--- src/rtl/hs4_rx_fifo_pkg.sv ---
// ----------------------------------------------------------------------------
// hs4_pkg
// Shared definitions for the 4-phase push receiver with local FIFO.
//   - hs4_state_e      : handshake FSM state encodings
//   - SYNC_STAGES_MIN/MAX : legal synchroniser depths
//   - clog2()          : ceiling log2 usable in parameter expressions
// ----------------------------------------------------------------------------
package hs4_pkg;

    typedef enum logic [1:0] {
        IDLE  = 2'b00,
        STALL = 2'b01,
        ACK   = 2'b10
    } hs4_state_e;

    localparam int SYNC_STAGES_MIN = 2;
    localparam int SYNC_STAGES_MAX = 4;

    // Bounded loop keeps this usable both at elaboration and in synthesis.
    function automatic int clog2(input int value);
        int result;
        result = 0;
        for (int i = 0; i < 31; i++) begin
            if ((1 << i) < value) begin
                result = i + 1;
            end
        end
        return result;
    endfunction

endpackage

--- src/rtl/hs4_rx_fifo_sync.sv ---
// ----------------------------------------------------------------------------
// sync_nff
// STAGES-deep flop chain bringing an asynchronous level into the clk domain.
// Ports:
//   clk   : destination clock
//   reset : asynchronous active-high reset, clears every stage to 0
//   d     : asynchronous input level
//   q     : synchronised level, STAGES clk edges behind d
// ----------------------------------------------------------------------------
module sync_nff #(
    parameter int STAGES = 2
) (
    input  logic clk,
    input  logic reset,
    input  logic d,
    output logic q
);

    logic [STAGES-1:0] chain;

    // Shift the raw input through the chain; only the last stage is used.
    always_ff @(posedge clk or posedge reset) begin
        if (reset) begin
            chain <= '0;
        end else begin
            chain <= {chain[STAGES-2:0], d};
        end
    end

    assign q = chain[STAGES-1];

endmodule

--- src/rtl/hs4_rx_fifo.sv ---
// ----------------------------------------------------------------------------
// hs4_rx_fifo
// Receives words from a foreign clock domain over a 4-phase req/ack
// handshake and buffers them in a DEPTH-entry FIFO drained by a valid/ready
// consumer. ack is withheld while the FIFO is full (backpressure).
//
// Parameters: DATA_W, SYNC_STAGES (2..4), DEPTH (power of two, >= 2), CNT_W
// Ports:
//   clk, reset  : local clock, asynchronous active-high reset
//   req         : 4-phase request from the sender (asynchronous)
//   input_rx    : bundled data, stable from req rise until ack rise
//   ack         : registered 4-phase acknowledge
//   out_valid   : FIFO non-empty
//   out_data    : FIFO head word (0 while empty)
//   out_ready   : consumer pops the head on out_valid & out_ready
//   level       : FIFO occupancy
//   xfer_cnt    : completed handshakes, wraps   (HS4_RX_STATS_EN only)
//   ovf_stall   : sticky, FIFO ever stalled a sender (HS4_RX_STATS_EN only)
//
// Optional feature macro: HS4_RX_STATS_EN
// ----------------------------------------------------------------------------
module hs4_rx_fifo
    import hs4_pkg::*;
#(
    parameter int DATA_W      = 8,
    parameter int SYNC_STAGES = 2,
    parameter int DEPTH       = 4,
    parameter int CNT_W       = 16
) (
    input  logic                  clk,
    input  logic                  reset,
    input  logic                  req,
    input  logic [DATA_W-1:0]     input_rx,
    output logic                  ack,
    output logic                  out_valid,
    output logic [DATA_W-1:0]     out_data,
    input  logic                  out_ready,
    output logic [clog2(DEPTH):0] level
`ifdef HS4_RX_STATS_EN
    ,
    output logic [CNT_W-1:0]      xfer_cnt,
    output logic                  ovf_stall
`endif
);

    localparam int AW    = clog2(DEPTH);
    localparam int LVL_W = AW + 1;

    logic              req_s;
    hs4_state_e        state;
    hs4_state_e        state_d;
    logic              ack_d;
    logic              push;
    logic              pop;
    logic              full;
    logic              empty;
    logic [AW-1:0]     wr_ptr;
    logic [AW-1:0]     rd_ptr;
    logic [DATA_W-1:0] mem [DEPTH];

    // req is only ever looked at through the synchroniser.
    sync_nff #(
        .STAGES(SYNC_STAGES)
    ) u_req_sync (
        .clk   (clk),
        .reset (reset),
        .d     (req),
        .q     (req_s)
    );

    assign full      = (level == LVL_W'(DEPTH));
    assign empty     = (level == '0);
    assign pop       = out_valid & out_ready;
    assign out_valid = ~empty;
    assign out_data  = empty ? '0 : mem[rd_ptr];

    // Handshake FSM. full is the registered occupancy, so a pop that frees
    // space becomes visible to STALL one cycle later (no same-cycle bypass).
    always_comb begin
        state_d = state;
        ack_d   = 1'b0;
        push    = 1'b0;
        case (state)
            IDLE: begin
                if (req_s) begin
                    if (!full) begin
                        push    = 1'b1;
                        ack_d   = 1'b1;
                        state_d = ACK;
                    end else begin
                        state_d = STALL;
                    end
                end
            end
            STALL: begin
                if (!full) begin
                    push    = 1'b1;
                    ack_d   = 1'b1;
                    state_d = ACK;
                end
            end
            ACK: begin
                if (req_s) begin
                    ack_d = 1'b1;
                end else begin
                    state_d = IDLE;
                end
            end
            default: begin
                state_d = IDLE;
            end
        endcase
    end

    // ack has its own flop so it is glitch-free toward the sender domain.
    always_ff @(posedge clk or posedge reset) begin
        if (reset) begin
            state <= IDLE;
            ack   <= 1'b0;
        end else begin
            state <= state_d;
            ack   <= ack_d;
        end
    end

    // Pointers wrap naturally at DEPTH; level carries the extra bit that
    // separates full from empty.
    always_ff @(posedge clk or posedge reset) begin
        if (reset) begin
            wr_ptr <= '0;
            rd_ptr <= '0;
            level  <= '0;
        end else begin
            if (push) begin
                wr_ptr <= wr_ptr + 1'b1;
            end
            if (pop) begin
                rd_ptr <= rd_ptr + 1'b1;
            end
            case ({push, pop})
                2'b10:   level <= level + 1'b1;
                2'b01:   level <= level - 1'b1;
                default: level <= level;
            endcase
        end
    end

    // Storage needs no reset; out_data is masked while the FIFO is empty.
    always_ff @(posedge clk) begin
        if (push) begin
            mem[wr_ptr] <= input_rx;
        end
    end

`ifdef HS4_RX_STATS_EN
    // Count completed handshakes and remember whether a sender was stalled.
    always_ff @(posedge clk or posedge reset) begin
        if (reset) begin
            xfer_cnt  <= '0;
            ovf_stall <= 1'b0;
        end else begin
            if (state == ACK && state_d == IDLE) begin
                xfer_cnt <= xfer_cnt + 1'b1;
            end
            if (state != STALL && state_d == STALL) begin
                ovf_stall <= 1'b1;
            end
        end
    end
`endif

endmodule

--- config.mk ---
export PLATFORM = sky130hd
export DESIGN_NAME = hs4_rx_fifo
export DESIGN_NICKNAME = d
export VERILOG_FILES = /design/src/rtl/hs4_rx_fifo_pkg.sv /design/src/rtl/hs4_rx_fifo_sync.sv /design/src/rtl/hs4_rx_fifo.sv
export SDC_FILE = /design/constraint.sdc
export NUM_CORES = 1
export LEC_CHECK = 0
export CORE_UTILIZATION = 35
export DETAILED_ROUTE_END_ITERATION = 6
export DONT_BUFFER_PORTS = 1
export GPL_TIMING_DRIVEN = 0
export SLEW_MARGIN = 20
export SYNTH_ARGS = -nofsm -noshare
export SYNTH_HDL_FRONTEND = slang
export SYNTH_SLANG_ARGS = --single-unit
--- constraint.sdc ---
create_clock -name clk -period 3.8 [get_ports clk]
set_input_delay 0.38 -clock clk [delete_from_list [all_inputs] [get_ports clk]]
set_output_delay 0.38 -clock clk [all_outputs]
set_load 0.02 [all_outputs]
# Yosys cells after proc, flatten, opt, wreduce, memory -nomap -nowiden
# Memory sizes are Yosys's and may differ from the RTL's.
# Cells that the tools add are included.
# op_classes
add_sub_neg,4
eq_ne,8
n_reduce_logical,4
bitwise,2
n_mux,14
# ops
operator,count
2-to-1 mux 2 bit,4
2-to-1 mux 8 bit,1
case mux 2 bit (3 select lines),1
case mux 3 bit (2 select lines),1
2-to-1 mux 1 bit,5
adder 2 x 1 -> 2 bit (second input constant),2
== test 2 x 1 -> 1 bit (second input constant),2
== test 2 bit (second input constant),2
inequality test 2 bit (second input constant),2
adder 3 x 1 -> 3 bit (second input constant),1
== test 3 bit (second input constant),1
zero test 3 bit,1
case mux 1 bit (3 select lines),1
AND reduction 3 bit,1
subtractor 3 x 1 -> 3 bit (second input constant),1
zero test 2 bit,1
inequality test 2 x 1 -> 1 bit (second input constant),1
case mux 1 bit (2 select lines),1
nonzero test 2 bit,1
bitwise AND 1 bit,1
inverter 1 bit,1
# totals
reg_bits,12
input_bits,12
mem_bits_rw,32
memories,1
word_cells,39
# mem_list
name,depth,word_bits,rd,rd_clocked_by_memory_dff,wr,line,source
mem,4,8,1,0,1,hs4_rx_fifo.sv:59,logic [DATA_W-1:0] mem [DEPTH];

# Depth between registers and ports, before layout
# logic_depth
ltp_word,6
depth_mapped,9

# Hierarchy
# Synthesis repeated with hierarchy kept, for this count alone.
# unflattened
hier_cells,101
hier_area_um2,1810.5
# by_module_without_submodules
mod,seq_area_each_um2,cells_each,n_inst,area_each_um2
hs4_rx_fifo,1211.2,98,1,1756.7
sync_nff,50.0,3,1,53.8

# Least setup slack after synthesis
# No wires, ideal clock.
# synth_path
path_kind,register -> register
from,reg level[0]
to,reg level[2]
arrival_time_ns,1.837
n_path_buf,0
stages_incl_launch_ff,10
setup_slack_ns,1.827
setup_time_ns,0.136
path_cell_list,dfrtp_1 inv_2 a311oi_4 inv_1 ha_1 inv_1 fa_1 xor2_1 nor2_1 xor2_1
# synth_between
elab_chain_cells,6
# synth_lines
item,line,source
start: declaration,hs4_rx_fifo.sv:38,output logic [clog2(DEPTH):0] level
start signal: assignment,hs4_rx_fifo.sv:141,2'b10: level <= level + 1'b1;
start signal: assignment,hs4_rx_fifo.sv:142,2'b01: level <= level - 1'b1;
start signal: assignment,hs4_rx_fifo.sv:143,default: level <= level;
== test 3 bit,hs4_rx_fifo.sv:71,assign full = (level == LVL_W'(DEPTH));
2-to-1 mux 1 bit,"hs4_rx_fifo.sv:86, hs4_rx_fifo.sv:96",
2-to-1 mux 1 bit,hs4_rx_fifo.sv:85,if (req_s) begin
case mux 1 bit (2 select lines),hs4_rx_fifo.sv:83,case (state)
== test 2 x 1 -> 1 bit / == test 2 bit (equally long branches),hs4_rx_fifo.sv:140,"case ({push, pop})"
case mux 3 bit (2 select lines) / nonzero test 2 bit (equally long branches),--,
# Parallel ways exist; a longest one is shown, timed or not.
# A chain may end at the register's enable or synchronous reset.

# Final worst setup path
# Ends and elaborated chain as after synthesis.

==> impl_metrics.tcl <==
set metrics [dict create \
    grt_antenna_before_repair 0 \
    area_delta_synth_final_pct 9.78 \
    peakVddDrop_v 0.000204 \
    fin_nets 125 \
    start_util 0.372 \
    synth_cell_type_count 22 \
    dp_hpwl_um 1790 \
    netlist_area_um2 1800 \
    postCtsSetupBuffers 0 \
    yosys.area_share.xor_xnor 0.0291 \
    firstDrtPassIters 4 \
    root_buffer "clkbuf_8" \
    hp-class "input port to flop" \
    finClkSkew_ns 0.00221 \
    setup_viol 0 \
    grt_pass1_wl_um 4430 \
    viasPerCell 4.69 \
    synthMuxAreaShare 0.114 \
    relSlewSlack 0.622 \
    die-area_um2 5440 \
    die_h_um 73.8 \
    drtIter0Drc 96 \
    arrival_ns 2.30 \
    yosysMostFrequentCell "edfxtp_1" \
    grt.overflow.total 0 \
    path_clk_slew_ns 0.08 \
    syn_area_per_cell_um2 18.2 \
    synth_common_cells "edfxtp_1, and2_1, dfrtp_1" \
    drive_above_1_share 0.194 \
    cts_buffer_depth 2 \
    synth_simple_gate_area_share 0.0652 \
    synth_top_area_frac 0.533 \
    outcome "complete, no violations" \
    synth-seq-cells 44 \
    yosysWarnings 0 \
    fmax_mhz 471 \
    cp_max_fo 7 \
    htreeDepth 2 \
    clk_latency_ns 0.30 \
    fin_tns_setup_ns 0 \
    synth_top_family_by_area "multiplexers" \
    synthFlopType "edfxtp_1" \
    io_pins 25 \
    cts.sinks 44 \
    diodes 0 \
    ys_top_cells_by_area "edfxtp_1, dfrtp_1, mux4_2" \
    die_w_um 73.8 \
    drv_cap 0 \
    cts_tree "built" \
    criticalPathCategory "flop to flop" \
    grt_setup_unrepaired "no" \
    drt-total-wl_um 2710 \
    critical_path_required_ns 3.97 \
    synth_fa_ha_area_frac 0.0458 \
    numPortBuffers 0 \
    drv_slew 0 \
    drc 0 \
    wl_per_cell_um 15.5 \
    syn_nets 117 \
    p_leak_nw 0.704 \
    post-route-min-period_ns 2.12 \
    synth-compound-area-share 0.0229 \
    grt_util_all_layers 0.118 \
    finalCoreUtilization 0.408 \
    cts_buffers 5 \
    yosys.area.top_type "edfxtp_1" \
    grt_pass1_vias 866 \
    syn_inst 99 \
    ys_seq_area_frac 0.700 \
    gp_congestion 0.645 \
    synthArstFlopShare 0.273 \
    power_density_nw_per_um2 754 \
    core_um2 4850 \
    vias 820 \
    worstSetupStartpointType "flop" \
    synth_edf_count 32 \
    worst_slew_pin_slew_ns 0.567 \
    finalCritPeriodShare 0.559 \
    crit_path_end_kind "flop" \
    ant_nets 0 \
    n_fill_cell 427 \
    grt_max_degree 14 \
    hold_viol 0 \
    num_rows 25 \
]
-- through the flow --
| stage | power, mW | cell area, µm² | hold slack (ns) | cells | setup WS [ns] |
|---|---|---|---|---|---|
| after detailed placement | 1.24 | 1890 | 0.300 | 166 | 1.67 |
| final | 1.49 | 1980 | 0.107 | 175 | 1.68 |
| after global placement | 1.22 | 1890 | 0.289 | 166 | 1.69 |
| after floorplan | 1.15 | 1800 | 0.245 | 99 | 1.83 |
| after global routing | 1.60 | 1980 | 0.0876 | 175 | 1.44 |
| after CTS | 1.52 | 1980 | 0.0966 | 175 | 1.65 |
-- path summary, 6_finish.rpt --
check | endpoint | slack (ns) | startpoint | depth (start not counted)
worst max-delay path | level[2] | 1.68 | level[0] | 9
worst min-delay path | u_req_sync.chain[0] | 0.11 | req | 0
worst max register to register | level[2] | 1.68 | level[0] | 9
worst min register to register | u_req_sync.chain[1] | 0.36 | u_req_sync.chain[0] | 0
max in group asynchronous | rd_ptr[0] | 2.96 | reset | 2
min in group asynchronous | u_req_sync.chain[0] | 0.53 | reset | 2
-- registers in the layout, indices dropped and copies added, names as in the netlist --
| signal | flops |
|---|---|
| u_req_sync.chain | 2 |
| level | 3 |
| wr_ptr | 2 |
| rd_ptr | 2 |
| state | 2 |
| ack | 1 |
| mem | 32 |
-- cells by family (layout without fill, tap and decap cells) --
kind of cell    Yosys count  after routing
flops                    44             44
simple gates             20             20
mux                      10             10
buf+inv                  10             19
fa+ha+maj                 6              6
xor+xnor                  6              6
compound gates            3              3
-- critical path: stages (launching register included) --
cell and delay, ns:
dfrtp_1 0.54, inv_2 0.11, a311oi_4 0.46, inv_1 0.08, ha_1 0.23, inv_1 0.07
fa_1 0.17, xor2_1 0.14, nor2_1 0.06, xor2_1 0.13
-- cell usage in the layout (no fill, tap or decap), drive strengths merged, types with 2 or more instances in the layout --
cell	n
edfxtp	32
clkinv	3
clkbuf	6
mux4	8
and2	13
xnor2	3
nor2	3
xor2	3
buf	2
ha	5
inv	7
a211oi	2
dfrtp	12
-- per-layer routing --
metal	track usage	vias to the layer above	wire length, µm
met5	0	-	0
met4	0.0641	0	67
met3	0.0494	6	164
met2	0.190	21	1400
met1	0.133	416	1090
li1	-	377	-
-- power by group --
part	leakage, nW	internal, mW	switching, mW
logic	0.225	0.219	0.299
clock network	0.0453	0.125	0.154
registers	0.433	0.617	0.0785
total	0.704	0.960	0.531
-- cell type report --
cell class | count | area, µm² | share of cell area
well taps | 67 | 83.8 | 0.0424
plain buffers | 3 | 16.3 | 0.00822
flip-flops and latches | 44 | 1260 | 0.637
multi-input cells | 45 | 499 | 0.252
inverters | 7 | 26.3 | 0.0133
clock inverters | 3 | 13.8 | 0.00695
clock buffers | 5 | 68.8 | 0.0348
repair buffers | 1 | 10.0 | 0.00506
-- timing repair --
action | 4_1_cts | 5_1_grt
setup endpoints to repair | 0 | 0
hold buffers | 1 | 0
gates resized for setup | 0 | 0
hold endpoints to repair | 12 | 0
Note: power is estimated with default switching activity, not from simulation.
